## src/rtl/instr_register_pkg.sv

```systemverilog
// Shared instruction register types plus the reader FSM state encoding.
// Operands are unsigned; results wrap to the result field width.
package instr_register_pkg;

    localparam int IR_DEPTH = 32;

    typedef enum logic [3:0] {
        ZERO, PASSA, PASSB, ADD, SUB, MULT, DIV, MOD, POW
    } opcode_t;

    typedef logic [7:0]                   operand_t;
    typedef logic [15:0]                  result_t;
    typedef logic [$clog2(IR_DEPTH)-1:0]  address_t;

    typedef struct packed {
        opcode_t  opc;
        operand_t op_a;
        operand_t op_b;
        result_t  res;
    } instruction_t;

    typedef enum logic [1:0] {
        IDLE, FETCH, DRAIN, FIN
    } reader_state_t;

endpackage

```

## src/rtl/instr_reader_if.sv

```systemverilog
// Command, register read port and consumer handshake of the instruction reader.
// The master modport is the reader; the slave modport is its environment.
interface instr_reader_if #(
    parameter int ADDR_W = 5
);
    import instr_register_pkg::*;

    logic              start;
    logic [ADDR_W-1:0] start_ptr;
    logic [ADDR_W:0]   count;
    logic [ADDR_W-1:0] read_pointer;
    instruction_t      instruction_word;
    logic              out_valid;
    logic              out_ready;
    instruction_t      out_instr;
    logic              out_mismatch;
    logic              busy;
    logic              done;
    logic [ADDR_W:0]   err_count;

    modport master (
        input  start, start_ptr, count,
        input  instruction_word, out_ready,
        output read_pointer, out_valid,
        output out_instr, out_mismatch,
        output busy, done, err_count
    );

    modport slave (
        output start, start_ptr, count,
        output instruction_word, out_ready,
        input  read_pointer, out_valid,
        input  out_instr, out_mismatch,
        input  busy, done, err_count
    );

endinterface

```

## src/rtl/instr_result_model.sv

```systemverilog
// Combinational golden result for one instruction's operands.
// known_o is low for opcodes outside the table, which suppresses checking.
module instr_result_model
    import instr_register_pkg::*;
(
    input  opcode_t  opcode_i,
    input  operand_t op_a_i,
    input  operand_t op_b_i,
    output result_t  result_o,
    output logic     known_o
);

    result_t a, b, base, pw;

    always_comb begin
        a    = result_t'(op_a_i);
        b    = result_t'(op_b_i);
        base = a;
        pw   = 16'd1;
        // square-and-multiply keeps POW to 8 stages; wraps mod 2^16
        for (int i = 0; i < 8; i++) begin
            if (op_b_i[i]) pw = pw * base;
            base = base * base;
        end
        result_o = '0;
        known_o  = 1'b1;
        unique case (opcode_i)
            ZERO:    result_o = '0;
            PASSA:   result_o = a;
            PASSB:   result_o = b;
            ADD:     result_o = a + b;
            SUB:     result_o = a - b;
            MULT:    result_o = a * b;
            DIV:     result_o = (b == '0) ? '0 : a / b;
            MOD:     result_o = (b == '0) ? '0 : a % b;
            POW:     result_o = (b == '0) ? 16'd1 : pw;
            default: known_o  = 1'b0;
        endcase
    end

endmodule

```

## src/rtl/instr_reader.sv

```systemverilog
// Walks read_pointer over a commanded window, registers each word for a
// valid/ready consumer and flags words whose stored result disagrees.
module instr_reader
    import instr_register_pkg::*;
#(
    parameter int DEPTH    = IR_DEPTH,
    parameter int ADDR_W   = $clog2(DEPTH),
    parameter bit CHECK_EN = 1'b1
) (
    input  logic           clk,
    input  logic           reset_n,
    instr_reader_if.master bus
);

    localparam logic [ADDR_W:0]   DEPTH_C = (ADDR_W+1)'(DEPTH);
    localparam logic [ADDR_W-1:0] LAST_C  = ADDR_W'(DEPTH - 1);

    reader_state_t     state_q, state_d;
    logic [ADDR_W-1:0] rp_q, rp_d;
    logic [ADDR_W:0]   rem_q, rem_d;
    logic [ADDR_W:0]   err_q, err_d;
    logic              ov_q, ov_d;
    logic              mm_q, mm_d;
    instruction_t      instr_q, instr_d;

    result_t         gold;
    logic            known;
    logic            check;
    logic            load;
    logic            accept;
    logic [ADDR_W:0] cnt_sat;

    instr_result_model u_model (
        .opcode_i (bus.instruction_word.opc),
        .op_a_i   (bus.instruction_word.op_a),
        .op_b_i   (bus.instruction_word.op_b),
        .result_o (gold),
        .known_o  (known)
    );

    assign check   = CHECK_EN && known
                   && (bus.instruction_word.res != gold);
    assign cnt_sat = (bus.count > DEPTH_C) ? DEPTH_C : bus.count;
    assign accept  = ov_q & bus.out_ready;
    assign load    = (state_q == FETCH) & (~ov_q | bus.out_ready);

    always_comb begin
        state_d = state_q;
        rp_d    = rp_q;
        rem_d   = rem_q;
        err_d   = err_q;
        ov_d    = ov_q;
        mm_d    = mm_q;
        instr_d = instr_q;
        if (accept && mm_q && (err_q != '1))
            err_d = err_q + 1'b1;
        unique case (state_q)
            IDLE: begin
                if (bus.start) begin
                    rp_d    = bus.start_ptr;
                    rem_d   = cnt_sat;
                    err_d   = '0;
                    state_d = (bus.count != '0) ? FETCH : FIN;
                end
            end
            FETCH: begin
                if (load) begin
                    instr_d = bus.instruction_word;
                    mm_d    = check;
                    ov_d    = 1'b1;
                    rp_d    = (rp_q == LAST_C) ? '0 : rp_q + 1'b1;
                    rem_d   = rem_q - 1'b1;
                    if (rem_q == 1) state_d = DRAIN;
                end
            end
            DRAIN: begin
                if (accept) begin
                    ov_d    = 1'b0;
                    state_d = FIN;
                end
            end
            FIN: state_d = IDLE;
        endcase
    end

    always_ff @(posedge clk) begin
        if (!reset_n) begin
            state_q <= IDLE;
            rp_q    <= '0;
            rem_q   <= '0;
            err_q   <= '0;
            ov_q    <= 1'b0;
            mm_q    <= 1'b0;
            instr_q <= '0;
        end else begin
            state_q <= state_d;
            rp_q    <= rp_d;
            rem_q   <= rem_d;
            err_q   <= err_d;
            ov_q    <= ov_d;
            mm_q    <= mm_d;
            instr_q <= instr_d;
        end
    end

    assign bus.read_pointer = rp_q;
    assign bus.out_valid    = ov_q;
    assign bus.out_instr    = instr_q;
    assign bus.out_mismatch = mm_q;
    assign bus.err_count    = err_q;
    assign bus.busy         = (state_q != IDLE);
    assign bus.done         = (state_q == FIN);

endmodule

```

## src/flat_wrapper.sv

```systemverilog
// flat-port wrapper written by rule: the top's interface ports become plain ports
module instr_reader_flat import instr_register_pkg::*;
#(
    parameter int DEPTH    = IR_DEPTH,
    parameter int ADDR_W   = $clog2(DEPTH),
    parameter bit CHECK_EN = 1'b1
)
  (clk, reset_n, bus_start, bus_start_ptr, bus_count, bus_instruction_word, bus_out_ready, bus_read_pointer, bus_out_valid, bus_out_instr, bus_out_mismatch, bus_busy, bus_done, bus_err_count);
  instr_reader_if #(.ADDR_W(ADDR_W)) bus_i ();
  input  logic clk;
  input  logic reset_n;
  input wire logic [$bits(bus_i.start)-1:0] bus_start;
  input wire logic [$bits(bus_i.start_ptr)-1:0] bus_start_ptr;
  input wire logic [$bits(bus_i.count)-1:0] bus_count;
  input wire logic [$bits(bus_i.instruction_word)-1:0] bus_instruction_word;
  input wire logic [$bits(bus_i.out_ready)-1:0] bus_out_ready;
  output wire logic [$bits(bus_i.read_pointer)-1:0] bus_read_pointer;
  output wire logic [$bits(bus_i.out_valid)-1:0] bus_out_valid;
  output wire logic [$bits(bus_i.out_instr)-1:0] bus_out_instr;
  output wire logic [$bits(bus_i.out_mismatch)-1:0] bus_out_mismatch;
  output wire logic [$bits(bus_i.busy)-1:0] bus_busy;
  output wire logic [$bits(bus_i.done)-1:0] bus_done;
  output wire logic [$bits(bus_i.err_count)-1:0] bus_err_count;
  assign bus_i.start = bus_start;
  assign bus_i.start_ptr = bus_start_ptr;
  assign bus_i.count = bus_count;
  assign bus_i.instruction_word = bus_instruction_word;
  assign bus_i.out_ready = bus_out_ready;
  assign bus_read_pointer = bus_i.read_pointer;
  assign bus_out_valid = bus_i.out_valid;
  assign bus_out_instr = bus_i.out_instr;
  assign bus_out_mismatch = bus_i.out_mismatch;
  assign bus_busy = bus_i.busy;
  assign bus_done = bus_i.done;
  assign bus_err_count = bus_i.err_count;
  instr_reader #(.DEPTH(DEPTH), .ADDR_W(ADDR_W), .CHECK_EN(CHECK_EN)) u_core (.clk(clk), .reset_n(reset_n), .bus(bus_i));
endmodule
```

## config.mk

```make
export PLATFORM = sky130hd
export DESIGN_NAME = instr_reader_flat
export DESIGN_NICKNAME = d
export VERILOG_FILES = /design/src/rtl/instr_register_pkg.sv /design/src/rtl/instr_reader_if.sv /design/src/rtl/instr_result_model.sv /design/src/rtl/instr_reader.sv /design/src/flat_wrapper.sv
export SDC_FILE = /design/constraint.sdc
export NUM_CORES = 2
export LEC_CHECK = 0
export ABC_AREA = 1
export CAP_MARGIN = 10
export CORE_MARGIN = 2
export CORE_UTILIZATION = 28
export DETAILED_ROUTE_END_ITERATION = 16
export HOLD_SLACK_MARGIN = 0.03
export PLACE_DENSITY = 0.53
export RECOVER_POWER = 50
export SYNTH_ARGS = -nofsm -noshare
export SYNTH_HDL_FRONTEND = slang
export SYNTH_HIERARCHICAL = 1
export SYNTH_SLANG_ARGS = --single-unit
```

## constraint.sdc

```tcl
create_clock -name clk -period 34.1 [get_ports clk]
set_input_delay 6.82 -clock clk [delete_from_list [all_inputs] [get_ports clk]]
set_output_delay 6.82 -clock clk [all_outputs]
set_load 0.005 [all_outputs]
```

# ---- Word level (Yosys, flattened, before mapping)
# Cells that the tools add are included.
dict set report op_classes {
  addsub 5
  n_mul 15
  n_div 2
  magnitude_cmp 1
  n_eq_ne 19
  n_mux 33
  bitwise_logic 4
  reduce_logical 15
}
# op count
set op_table {}
lappend op_table {{$mul 16x16->16} 13}
lappend op_table {{$mux 16} 10}
lappend op_table {{$pmux 16 s8} 1}
lappend op_table {{$mux 6} 6}
lappend op_table {{$mul 8x8->16} 2}
lappend op_table {{$div 8x8->16} 1}
lappend op_table {{$eq 4x3->1 const B} 4}
lappend op_table {{$mod 8x8->16} 1}
lappend op_table {{$ne 16x16->1} 1}
lappend op_table {{$mux 5} 3}
lappend op_table {{$pmux 6 s2} 1}
lappend op_table {{$mux 2} 5}
lappend op_table {{$pmux 5 s2} 1}
lappend op_table {{$add 8x8->9} 1}
lappend op_table {{$reduce_or 9->1} 1}
lappend op_table {{$sub 8x8->9} 1}
lappend op_table {{$eq 4x2->1 const B} 2}
lappend op_table {{$logic_not 8->1} 1}
lappend op_table {{$mux 8} 1}
lappend op_table {{$pmux 2 s4} 1}
lappend op_table {{$add 6x1->6 const B} 1}
lappend op_table {{$eq 6x1->1 const B} 1}
lappend op_table {{$gt 6x6->1 const B} 1}
lappend op_table {{$ne 6x6->1 const B} 1}
lappend op_table {{other kinds (22)} 33}
dict set report totals {
  ff_bits 57
  inputBits 51
  out_inout_bits 51
  elab_cells 104
}

# ---- Logic depth before layout (Yosys ltp)
dict set report depth {
  depth_word 19
  depth_mapped 220
  ltp_nobuf 211
}

# ---- By module
# The synthesis kept the hierarchy.
# module n_inst cells_each area_each_um2
set by_module_without_submodules {}
lappend by_module_without_submodules {instr_result_model 1 4500 32463.6}
lappend by_module_without_submodules {instr_reader 1 414 2820.2}

# ---- Worst setup path before layout
# No wires, ideal clock.
dict set report synth_timing {
  path_type {input to register}
  startpoint {input bus_instruction_word[17]}
  endpoint {register u_core.mm_q, in the netlist u_core/bus.out_mismatch}
  setup_time_ps 116
  t_arrival_ps 31729
  path_slack_ps 2255
  cell_stages 206
  n_path_buf 10
  path_cell_list {buf_2 > inv_2 > clkbuf_1 > ha_1 > inv_1 > o21bai_1 > nand2_2 > nor2_1 > ha_1 > inv_1 > o21bai_1 > nand2_1 > a21oi_2 > nand2_1 > clkinv_1 > ha_1 > inv_1 > o21bai_1 > (+170 left out) > o31ai_1 > nor2_1 > nand2_2 > nor2_4 > nand2_2 > buf_6 > nand2_2 > o21ai_1 > o21ai_1 > inv_1 > nand2_1 > nand2_1 > nor2_1 > nand2_1 > nor2_1 > nand2_1 > nand2_1 > a21oi_1}
}
dict set report synth_via {
  elab_chain_len 17
  word_cells_on_any_way 25
  classes_between {add/sub (2); mul (7); div (2); eq/ne (1); mux (11); reduce/logical (2)}
}
# element line
set synth_rtl {}
lappend synth_rtl {{start, declared} flat_wrapper.sv:15} ;# input wire logic [$bits(bus_i.instruction_word)-1:0] bus_instruction_word;
lappend synth_rtl {{$mux 16} instr_result_model.sv:22} ;# if (op_b_i[i]) pw = pw * base;
lappend synth_rtl {{$mul 16x16->16} instr_result_model.sv:22}
lappend synth_rtl {{$mux 16} instr_result_model.sv:22}
lappend synth_rtl {{$mul 16x16->16} instr_result_model.sv:22}
lappend synth_rtl {{$mux 16} instr_result_model.sv:22}
lappend synth_rtl {{$mul 16x16->16} instr_result_model.sv:22}
lappend synth_rtl {{$mux 16} instr_result_model.sv:22}
lappend synth_rtl {{$mul 16x16->16} instr_result_model.sv:22}
lappend synth_rtl {{(+2 left out)} n/a}
lappend synth_rtl {{$mux 16} instr_result_model.sv:22}
lappend synth_rtl {{$mul 16x16->16} instr_result_model.sv:22}
lappend synth_rtl {{$mux 16} instr_result_model.sv:22}
lappend synth_rtl {{$mux 16} instr_result_model.sv:36} ;# POW: result_o = (b == '0) ? 16'd1 : pw;
lappend synth_rtl {{$pmux 16 s8 (*)} instr_result_model.sv:27} ;# unique case (opcode_i)
lappend synth_rtl {{net u_core.gold[8]} instr_reader.sv:26} ;# result_t gold;
lappend synth_rtl {{$ne 16x16->1 (*)} instr_reader.sv:42} ;# && (bus.instruction_word.res != gold);
lappend synth_rtl {{$logic_and 1x1->1 (*)} instr_reader.sv:42}
lappend synth_rtl {{end signal, assigned} instr_reader.sv:101} ;# mm_q <= mm_d;
lappend synth_rtl {{end, declared} instr_reader.sv:23} ;# logic mm_q, mm_d;
# The timed path passes the listed nets; every way through them passes the cells marked *.
# A chain may end at the register's enable or synchronous reset.

# ---- Worst setup path after layout
dict set report layout_timing {
  startpoint {input bus_instruction_word[26]}
  endpoint {register u_core.mm_q, in the netlist u_core/bus.out_mismatch}
}
dict set report layout_via {
  elab_chain_len 19
  word_cells_on_any_way 33
  classes_between {add/sub (2); mul (15); div (2); eq/ne (1); mux (12); reduce/logical (1)}
}
# element line
set layout_rtl {}
lappend layout_rtl {{$mul 8x8->16 or $mux 8 (tied branches)} {instr_result_model.sv:23, instr_result_model.sv:22}}
lappend layout_rtl {{$mul 16x16->16} instr_result_model.sv:22}
lappend layout_rtl {{$mux 16} instr_result_model.sv:22}
lappend layout_rtl {{$mul 16x16->16} instr_result_model.sv:22}
lappend layout_rtl {{$mux 16} instr_result_model.sv:22}
lappend layout_rtl {{$mul 16x16->16} instr_result_model.sv:22}
lappend layout_rtl {{$mux 16} instr_result_model.sv:22}
lappend layout_rtl {{$mul 16x16->16} instr_result_model.sv:22}
lappend layout_rtl {{(+4 left out)} n/a}
lappend layout_rtl {{$mux 16} instr_result_model.sv:22}
lappend layout_rtl {{$mul 16x16->16} instr_result_model.sv:22}
lappend layout_rtl {{$mux 16} instr_result_model.sv:22}
lappend layout_rtl {{$mux 16} instr_result_model.sv:36}
lappend layout_rtl {{$pmux 16 s8 (*)} instr_result_model.sv:27}
lappend layout_rtl {{net u_core.gold[15]} instr_reader.sv:26}
lappend layout_rtl {{$ne 16x16->1 (*)} instr_reader.sv:42}
lappend layout_rtl {{$logic_and 1x1->1 (*)} instr_reader.sv:42}
# Marked as above.

==> results.yml <==
placement:
  hpwl_um: 85900
  gp_congestion: 0.902
  portBuffers: 101
job:
  cap_viol_max_count: 0
floorplan:
  initial_core_util: 0.281
  ios: 102
  chipHeight_um: 359
  dieWidth_um: 359
  die-area_sq_um: 129000
  rows: 130
  core_area_sq_um: 125000
global_routing:
  met2_usage: 0.274
  grt_usage: 0.161
  gr-total-overflow: 0
  grt_pass1_wl_um: 168000
  grt_max_degree: 52
  grt_pass1_vias: 31100
  grt_util_met3: 0.0186
  top_usage_layer: "met2"
  use_met1: 0.221
  antenna_found_initial: 7
synthesis:
  synth_edf_count: 0
  synth-seq-area-share: 0.0323
  syn_avg_cell_area_sq_um: 7.18
  synth.ff_latch_count: 57
  synth_area_sq_um: 35300
  synthTopCellsByArea: "fa_1 (24%), ha_1 (22%), inv_1 (12%)"
  synth_top_cell_by_area: "fa_1"
  yosys_warnings: 6
  synth_top_area_share: 0.236
  synth-main-ff-cell: "dfxtp_1"
  async_flop_share: 0
  synthCells: 4914
  ys_types: 68
sta:
  tns_ps: 0
  tightest_slew_ps: 1180
  setup_violations: 0
  post-route-period-util: 0.955
  finalMaxSlewViolations: 0
  period_needed_ps: 32580
  finalHoldViolations: 0
  max_freq_ghz: 0.0307
  maxSlewHeadroom: 0.204
  finalClockSkew_ps: 7.92
outcome:
  status: "completed"
final_layout:
  synthToLayoutAreaGrowth_pct: 12.4
  drive_gt1_frac: 0.0655
  n_fill_cell: 13700
  nNetsFinal: 6243
clock_tree:
  cts_made_buffers: 9
  cts-root-buf: "clkbuf_16"
  cts_buffer_depth: 2
  insertion_delay_ps: 320
  cts_tree: "done"
  clkSinkCount: 57
  cts_max_level: 3
  clkTransAtPathRegs_ps: 40
route:
  drt_iter0_drc: 1923
  drc: 0
  num_vias: 30800
  viasPerCell: 4.53
  drt_pass1_iterations: 6
  antenna_left: 0
  wire_per_inst_um: 15.2
  drt-total-wl_um: 103000
critical_path:
  reg2regPathDepth: 8
  r2r_end: "u_core/rem_q[4]$_SDFFE_PN0P_"
  r2r-start: "u_core/state_q[1]$_SDFFE_PN0P_"
  rrSetupSlack_ps: 31480
  cp.required_ps: 34310
  cp_slowest_stage_delay_ps: 1010
  startpoint_type: "input port"
  crit_path_end_kind: "register"
  cpMostUsedCell: "fa_1"
  critPathSlowestCell: "fa_1"
  cp_max_fo: 20
  critPathArrivalTime_ps: 32780
  critPathKind: "in2reg"
min_path:
  holdPathStages: 2
  hold_start: "u_core/bus.out_instr[33]$_SDFFE_PN0P_"
  holdPathEnd: "u_core/bus.out_instr[33]$_SDFFE_PN0P_"
  hold_class: "reg2reg"
-- worst max path at each step --
stage               slack (ps)                                    to                      from
floorplan                 2260  u_core/bus.out_mismatch$_SDFFE_PN0P_  bus_instruction_word[17]
global placement           720  u_core/bus.out_mismatch$_SDFFE_PN0P_  bus_instruction_word[28]
CTS                        860  u_core/bus.out_mismatch$_SDFFE_PN0P_  bus_instruction_word[28]
detailed placement         610  u_core/bus.out_mismatch$_SDFFE_PN0P_  bus_instruction_word[28]
global route              -120  u_core/bus.out_mismatch$_SDFFE_PN0P_  bus_instruction_word[23]
finish                    1520  u_core/bus.out_mismatch$_SDFFE_PN0P_  bus_instruction_word[26]
-- cell usage in the layout (no fill, tap or decap), types with 17 or more instances in the layout --
cell type	count
o21ai_0	193
a31oi_1	17
o21ai_1	35
conb_1	112
a21o_1	18
nor3_1	28
ha_1	617
fa_1	416
nand2_1	811
nand2_2	35
xor2_1	170
or2_2	33
inv_1	1084
o21bai_1	24
nand4_1	33
nand3_2	20
buf_4	126
a21oi_1	152
nor2_1	593
dlygate4sd3_1	36
clkdlybuf4s50_1	63
inv_2	21
xnor2_1	143
dfxtp_1	57
nand3_1	132
-- repair_timing --
item,4_1_cts,5_1_grt
setup buffers,0,36
hold buffers,0,0
gates resized for setup,0,54
endpoints found under the setup margin,0,1
endpoints found under the hold margin,0,0
-- Yosys cell counts, types with 10 or more instances --
cell and n:
inv_2 20, o21bai_1 26, a31oi_1 17, a21o_1 18, buf_6 13, or2_2 33
nor2_1 596, nand2_2 35, fa_1 416, dfxtp_1 57, o31ai_1 12, buf_2 11
ha_1 619, buf_1 10, o21ai_1 38, nand3_1 133, nor3_1 29, clkinv_1 10
nand4_1 33, o21ai_0 198, nand3_2 18, nand2_1 813, nor2_4 10, clkbuf_1 69
xor2_1 173, inv_1 1089, a21oi_1 154, xnor2_1 144
-- worst max-delay path, delay by kind of cell --
kind / cells / cell delay [ps]
buf+inv: 18 / 2270
xor+xnor: 7 / 1600
fa+ha+maj: 42 / 18420
compound gates: 7 / 1320
simple gates: 20 / 2330
-- state kept, by name, indices dropped and copies added (netlist names) --
| name | cells |
|---|---|
| u_core/rem_q | 6 |
| u_core/state_q | 2 |
| u_core/bus.err_count | 6 |
| u_core/bus.out_valid | 1 |
| u_core/bus.read_pointer | 5 |
| u_core/bus.out_instr | 36 |
| u_core/bus.out_mismatch | 1 |
-- through the flow --
| step | cell area, sq um | setup WS, ps | utilization | std cells | hold slack (ps) |
|---|---|---|---|---|---|
| after floorplan | 35700 | 2260 | - | 5024 | 471 |
| after global placement | 38900 | 715 | 0.310 | 6758 | 467 |
| after detailed placement | 38900 | 610 | 0.310 | 6758 | 473 |
| after CTS | 39200 | 862 | 0.313 | 6773 | 484 |
| after global routing | 39700 | -122 | 0.316 | 6813 | 499 |
| final | 39700 | 1520 | 0.316 | 6813 | 472 |
-- layer usage --
| metal | part of all wire | vias to the layer above |
|---|---|---|
| li1 | - | 15500 |
| met1 | 0.47 | 14700 |
| met2 | 0.47 | 577 |
| met3 | 0.050 | 98 |
| met4 | 0.017 | 6 |
| met5 | 0.00040 | - |
-- cells by family after synthesis --
group                    count (synthesis)  synth area share
AND/OR/NAND/NOR                       1757             0.215
AO/OA/AOI/OAI                          514            0.0829
flip-flops                              57            0.0323
adder cells (fa/ha/maj)               1035             0.456
XOR/XNOR                               317            0.0787
buffers and inverters                 1232             0.135
other                                    2          0.000213
-- area by class of cell --
type | instances | area [sq um] | area share
multi-input combinational | 3737 | 29900 | 0.755
sequential | 57 | 1140 | 0.0288
clock inverter | 3 | 40.0 | 0.00101
timing repair buffer | 229 | 1980 | 0.0498
tap | 1650 | 2060 | 0.0520
antenna | 2 | 5.00 | 0.000126
inverter | 1123 | 4240 | 0.107
clock buffer | 12 | 256 | 0.00647
Power is left out: the tool's default activity adds up to more than one toggle a clock period on the data nets, which glitch-free logic cannot reach.
